--- src/rtl/fetch_pkg.sv ---
// Shared types and helpers for the fetch sequencer: state encoding,
// width helper, halt opcode default and modular address arithmetic.
package fetch_pkg;

    typedef enum logic [1:0] {
        IDLE   = 2'd0,
        RUN    = 2'd1,
        HALTED = 2'd2
    } fetch_state_t;

    localparam int DEFAULT_ROM_SIZE = 256;
    localparam logic [8:0] DEFAULT_HALT_INSTR = 9'h1FF;

    // One extra bit beyond the ROM index so out-of-range targets are representable.
    function automatic int addr_width(input int rom_size);
        return $clog2(rom_size) + 1;
    endfunction

    // (base + offset) mod rom_size, always returning a non-negative result.
    function automatic int wrap_add(input int base, input int offset, input int rom_size);
        int sum;
        sum = (base + offset) % rom_size;
        if (sum < 0) begin
            sum = sum + rom_size;
        end
        return sum;
    endfunction

endpackage

--- src/rtl/fetch_ctrl_pc_next.sv ---
// Next-address datapath for fetch_ctrl: sequential increment, branch
// target resolution and range checks on branch/start addresses.
module pc_next
    import fetch_pkg::*;
#(
    parameter int ROM_SIZE = DEFAULT_ROM_SIZE,
    parameter int AW       = addr_width(ROM_SIZE)
) (
    input  logic [AW-1:0] pc,
    input  logic [AW-1:0] ir_pc,
    input  logic [AW-1:0] start_addr,
    input  logic          branch_rel,
    input  logic [AW-1:0] branch_target,
    output logic [AW-1:0] pc_inc,
    output logic [AW-1:0] branch_addr,
    output logic          branch_fault,
    output logic          start_fault
);

    // Relative branches are taken from the instruction currently in IR and never fault.
    always_comb begin
        pc_inc       = AW'(wrap_add(int'(pc), 1, ROM_SIZE));
        branch_addr  = branch_target;
        branch_fault = 1'b0;
        if (branch_rel) begin
            branch_addr = AW'(wrap_add(int'(ir_pc), int'($signed(branch_target)), ROM_SIZE));
        end else begin
            branch_fault = (int'(branch_target) >= ROM_SIZE);
        end
        start_fault = (int'(start_addr) >= ROM_SIZE);
    end

endmodule

--- src/rtl/fetch_ctrl.sv ---
// Program counter and fetch sequencer: drives the ROM address, captures
// the returned word into IR and handles start, stall, branch and halt.
module fetch_ctrl
    import fetch_pkg::*;
#(
    parameter int             ROM_SIZE   = DEFAULT_ROM_SIZE,
    parameter int             AW         = addr_width(ROM_SIZE),
    parameter logic [AW-1:0]  HALT_INSTR = AW'(DEFAULT_HALT_INSTR)
) (
    input  logic          clk,
    input  logic          rst_n,
    input  logic          start,
    input  logic [AW-1:0] start_addr,
    input  logic          stall,
    input  logic          branch_taken,
    input  logic          branch_rel,
    input  logic [AW-1:0] branch_target,
    input  logic          halt_req,
    output logic [AW-1:0] instr_addr,
    input  logic [AW-1:0] instr_in,
    output logic [AW-1:0] ir,
    output logic [AW-1:0] ir_pc,
    output logic          ir_valid,
    output logic          running,
    output logic          done,
    output logic          fault
);

    fetch_state_t  state_q, state_d;
    logic [AW-1:0] pc_q, pc_d;
    logic [AW-1:0] ir_q, ir_d;
    logic [AW-1:0] ir_pc_q, ir_pc_d;
    logic          ir_valid_q, ir_valid_d;
    logic          fault_q, fault_d;

    logic [AW-1:0] pc_inc;
    logic [AW-1:0] branch_addr;
    logic          branch_fault;
    logic          start_fault;

    pc_next #(
        .ROM_SIZE (ROM_SIZE),
        .AW       (AW)
    ) u_pc_next (
        .pc            (pc_q),
        .ir_pc         (ir_pc_q),
        .start_addr    (start_addr),
        .branch_rel    (branch_rel),
        .branch_target (branch_target),
        .pc_inc        (pc_inc),
        .branch_addr   (branch_addr),
        .branch_fault  (branch_fault),
        .start_fault   (start_fault)
    );

    // State and fetch registers; reset aborts a run immediately with no drain.
    always_ff @(posedge clk or negedge rst_n) begin
        if (!rst_n) begin
            state_q    <= IDLE;
            pc_q       <= '0;
            ir_q       <= '0;
            ir_pc_q    <= '0;
            ir_valid_q <= 1'b0;
            fault_q    <= 1'b0;
        end else begin
            state_q    <= state_d;
            pc_q       <= pc_d;
            ir_q       <= ir_d;
            ir_pc_q    <= ir_pc_d;
            ir_valid_q <= ir_valid_d;
            fault_q    <= fault_d;
        end
    end

    // Per-cycle action selection: halt_req beats stall beats branch beats fetch.
    always_comb begin
        state_d    = state_q;
        pc_d       = pc_q;
        ir_d       = ir_q;
        ir_pc_d    = ir_pc_q;
        ir_valid_d = ir_valid_q;
        fault_d    = fault_q;

        case (state_q)
            RUN: begin
                if (halt_req) begin
                    state_d    = HALTED;
                    ir_valid_d = 1'b0;
                end else if (stall) begin
                    state_d = RUN;
                end else if (branch_taken) begin
                    ir_valid_d = 1'b0;
                    if (branch_fault) begin
                        fault_d = 1'b1;
                        state_d = HALTED;
                    end else begin
                        pc_d = branch_addr;
                    end
                end else begin
                    ir_d       = instr_in;
                    ir_pc_d    = pc_q;
                    ir_valid_d = 1'b1;
                    if (instr_in == HALT_INSTR) begin
                        state_d = HALTED;
                    end else begin
                        pc_d = pc_inc;
                    end
                end
            end
            default: begin
                ir_valid_d = 1'b0;
                if (start) begin
                    if (start_fault) begin
                        fault_d = 1'b1;
                        state_d = HALTED;
                    end else begin
                        pc_d    = start_addr;
                        fault_d = 1'b0;
                        state_d = RUN;
                    end
                end
            end
        endcase
    end

    assign instr_addr = pc_q;
    assign ir         = ir_q;
    assign ir_pc      = ir_pc_q;
    assign ir_valid   = ir_valid_q;
    assign fault      = fault_q;
    assign running    = (state_q == RUN);
    assign done       = (state_q == HALTED);

endmodule
--- config.mk ---
export PLATFORM = sky130hd
export DESIGN_NAME = fetch_ctrl
export DESIGN_NICKNAME = d
export VERILOG_FILES = /design/src/rtl/fetch_pkg.sv /design/src/rtl/fetch_ctrl_pc_next.sv /design/src/rtl/fetch_ctrl.sv
export SDC_FILE = /design/constraint.sdc
export NUM_CORES = 1
export LEC_CHECK = 0
export CAP_MARGIN = 40
export CORE_UTILIZATION = 42
export CTS_BUF_LIST = sky130_fd_sc_hd__clkbuf_8
export DETAILED_ROUTE_END_ITERATION = 12
export PLACE_DENSITY = 0.75
export SETUP_SLACK_MARGIN = 0.5
export SYNTH_ARGS = -nofsm -noshare
export SYNTH_HDL_FRONTEND = slang
export SYNTH_SLANG_ARGS = --single-unit
--- constraint.sdc ---
create_clock -name clk -period 5.2 [get_ports clk]
set_input_delay 0.52 -clock clk [delete_from_list [all_inputs] [get_ports clk]]
set_output_delay 0.52 -clock clk [all_outputs]
set_load 0.03 [all_outputs]
==> qor.txt <==
Status: completed
Area Growth Syn to Fin: 40.0%
Main flop type after synthesis: dfrtp_1
# resized after CTS: 0
Worst setup margin: 2410 ps
RR Endpoint: instr_addr[4]
Hold wc startpoint: state_q[1]
# fillers: 376
Tot Pwr: 1.56 mW
Root Driver: clkbuf_8
Sink Count: 31
Pre-CTS setup slack: 2380 ps
Non-Filler Instances: 304
Number of flops mapped to enable cells by yosys: 0
Setup TNS: 0 ps
Num CTS Buffers: 5
Layout cell share with drive strength beyond 1: 0.118
Largest net degree at the start of global routing: 32
Maxcap violations: 0
Total GRT Usage: 0.203
Fin crit share: 0.537
FF-to-FF path depth: 10
Synth cell types: 40
Die Area: 4740 µm²
Net count after synthesis: 233
Final net count: 297
Final hold vios: 0
Post-DP HPWL: 3.23 mm
WP data arrival: 2270 ps
Hold Buf Count CTS: 0
Yosys reg bits: 31
RSZ-0062 raised after global routing: false
Max clock buf depth: 2
Total wire length: 4.42 mm
Most common cell after layout, fill and taps aside: clkdlybuf4s50_1
Pleak: 1.10 nW
CTS tree: done
PD cells: 594 nW/µm²
Initial Utilization: 0.453
Core ar.: 4140 µm²
Mapped Cells: 190
CP peak stage delay: 740 ps
Mapped Area: 1880 µm²
Routed via count: 1605
Chip width: 68.8 µm
Critical path's slowest cell: clkdlybuf4s50_1
Final setup viols: 0
Hold Path Class: flip-flop to flip-flop
Die H: 68.8 µm
Port-buffer cells: 64
Setup crit start kind: flip-flop
First-pass DRT Iterations: 4
Ant. Diodes: 0
Sequential element share of the synthesized area: 0.414
First DRT Iteration DRCs: 86
Dpl cells: 297
Final Max Slew Viols: 0
Antenna-violating nets left: 0
Commonest non-fill, non-tap cells in the layout: 64 x clkdlybuf4s50_1, 31 x dfrtp_1, 19 x a21oi_1
Endpoint class of the critical path: output pin
Largest fanout on the critical path: 19
Worst-margin pin slew: 825 ps
Data required time at the worst endpoint: 4680 ps
Maximum VDD drop: 0.333 mV
H-tree lvl count: 2
Synthesis Warnings: 0
Fin crit period: 2790 ps
Worst-Skew Late Latency: 280 ps
CP Class: flip-flop to output pin
Reg2Reg Setup Slack: 3060 ps
Hold WS: 484 ps
Worst Skew: 2.21 ps
Grt ovf: 0
Crit path cell chain: nand2b_1 -> inv_1 -> clkdlybuf4s50_1
# rows: 23
Asr flop ratio synth: 1.00
Avg Cell Area, Syn: 9.87 µm²
WHS Endpoint: state_q[1]
Per-cell routed wire length: 14.5 µm
Top Ports: 65
Worst Hold Path Cells: 1
DRC: 0
GP Congestion: 0.842
Clock transition at path regs: 60 ps
Slew HR: 0.448
Initial antenna violation count: 0
Critical R2R Launch: ir_pc[0]
Fmax: 0.358 GHz
Post-CTS Setup Bufs: 0
Vias/cell: 5.28
First-pass GRT wire length: 6.77 mm
Vias in the first global route: 1439
## metal layers
metal / track usage / wire (µm)
met1: 0.280 / 2040
met2: 0.305 / 2070
met3: 0.0444 / 220
met4: 0.0842 / 85
met5: 0 / 0
## kinds of logic (layout without fill, tap and decap cells)
group | after synthesis | after routing | share of synthesized area
xor gates and xnor gates | 9 | 9 | 0.0420
muxes | 22 | 22 | 0.133
and+or+nand+nor | 56 | 56 | 0.152
adders and majority gates | 9 | 9 | 0.0640
buffers and inverters | 14 | 78 | 0.0380
DFF | 31 | 31 | 0.414
AOI/OAI and AO/OA | 49 | 49 | 0.157
## state kept, by name, indices dropped and copies added, names as in the netlist
register and count:
state_q 2, instr_addr 9, ir_valid 1, fault 1, ir_pc 9, ir 9
## per-stage QoR
stage / area [µm²] / util
floorplan: 1880 / -
global placement: 2540 / 0.612
detailed placement: 2540 / 0.612
CTS: 2630 / 0.633
global route: 2630 / 0.633
finish: 2630 / 0.633
## synth_stat cells (2+ instances only)
library cell | instances | area [µm²]
a21o_1 | 2 | 15.0
dfrtp_1 | 31 | 776
nand3_1 | 6 | 30.0
o21ai_1 | 2 | 10.0
o31ai_1 | 2 | 15.0
a21oi_1 | 19 | 95.1
xnor2_1 | 5 | 43.8
a211oi_1 | 3 | 22.5
nor3_1 | 2 | 10.0
buf_6 | 2 | 22.5
o21a_1 | 3 | 22.5
buf_2 | 3 | 15.0
mux2i_1 | 2 | 20.0
clkbuf_1 | 2 | 7.51
mux2_1 | 3 | 33.8
nand3b_1 | 3 | 22.5
xor2_1 | 4 | 35.0
inv_1 | 6 | 22.5
o21ai_0 | 11 | 55.1
nand4_1 | 2 | 12.5
and3_1 | 2 | 12.5
nand2b_1 | 2 | 12.5
ha_1 | 8 | 100
nand2_1 | 13 | 48.8
mux2_2 | 16 | 180
nor2b_1 | 4 | 25.0
a31oi_1 | 3 | 18.8
nor2_1 | 16 | 60.1
or3_1 | 2 | 12.5
## power breakdown
part           switching, mW  internal, mW  total [mW]
registers              0.103         0.351       0.453
logic                  0.499         0.415       0.915
clock network         0.0883         0.104       0.192
## final cells by class
cell class	instances	area, µm²	area share
Clock buffer	6	82.6	0.0315
Tap cell	50	62.6	0.0238
Multi-Input combinational cell	145	1030	0.392
Sequential cell	31	776	0.296
Inverter	6	22.5	0.00858
Timing Repair Buffer	65	648	0.247
Clock inverter	1	5.00	0.00191
## critical path: cells and delay by family, from the launching register on
kind,cells,cell delay [ps]
buffers and inverters,2,1160
flip-flops,1,380
AND/OR/NAND/NOR,1,440
## how the worst max path moves through the flow
| stage | startpoint | endpoint | slack (ps) | depth (start not counted) |
|---|---|---|---|---|
| 2_1_floorplan | ir_pc[0] | instr_addr[4] | 3090 | 10 |
| 3_3_place_gp | branch_taken | instr_addr[1] | 2430 | 6 |
| 3_5_place_dp | branch_taken | instr_addr[1] | 2380 | 6 |
| 4_1_cts | state_q[1] | running | 2390 | 3 |
| 5_1_grt | state_q[1] | running | 2280 | 3 |
| 6_report | state_q[1] | running | 2410 | 3 |
Power figures use the tool's default switching activity.
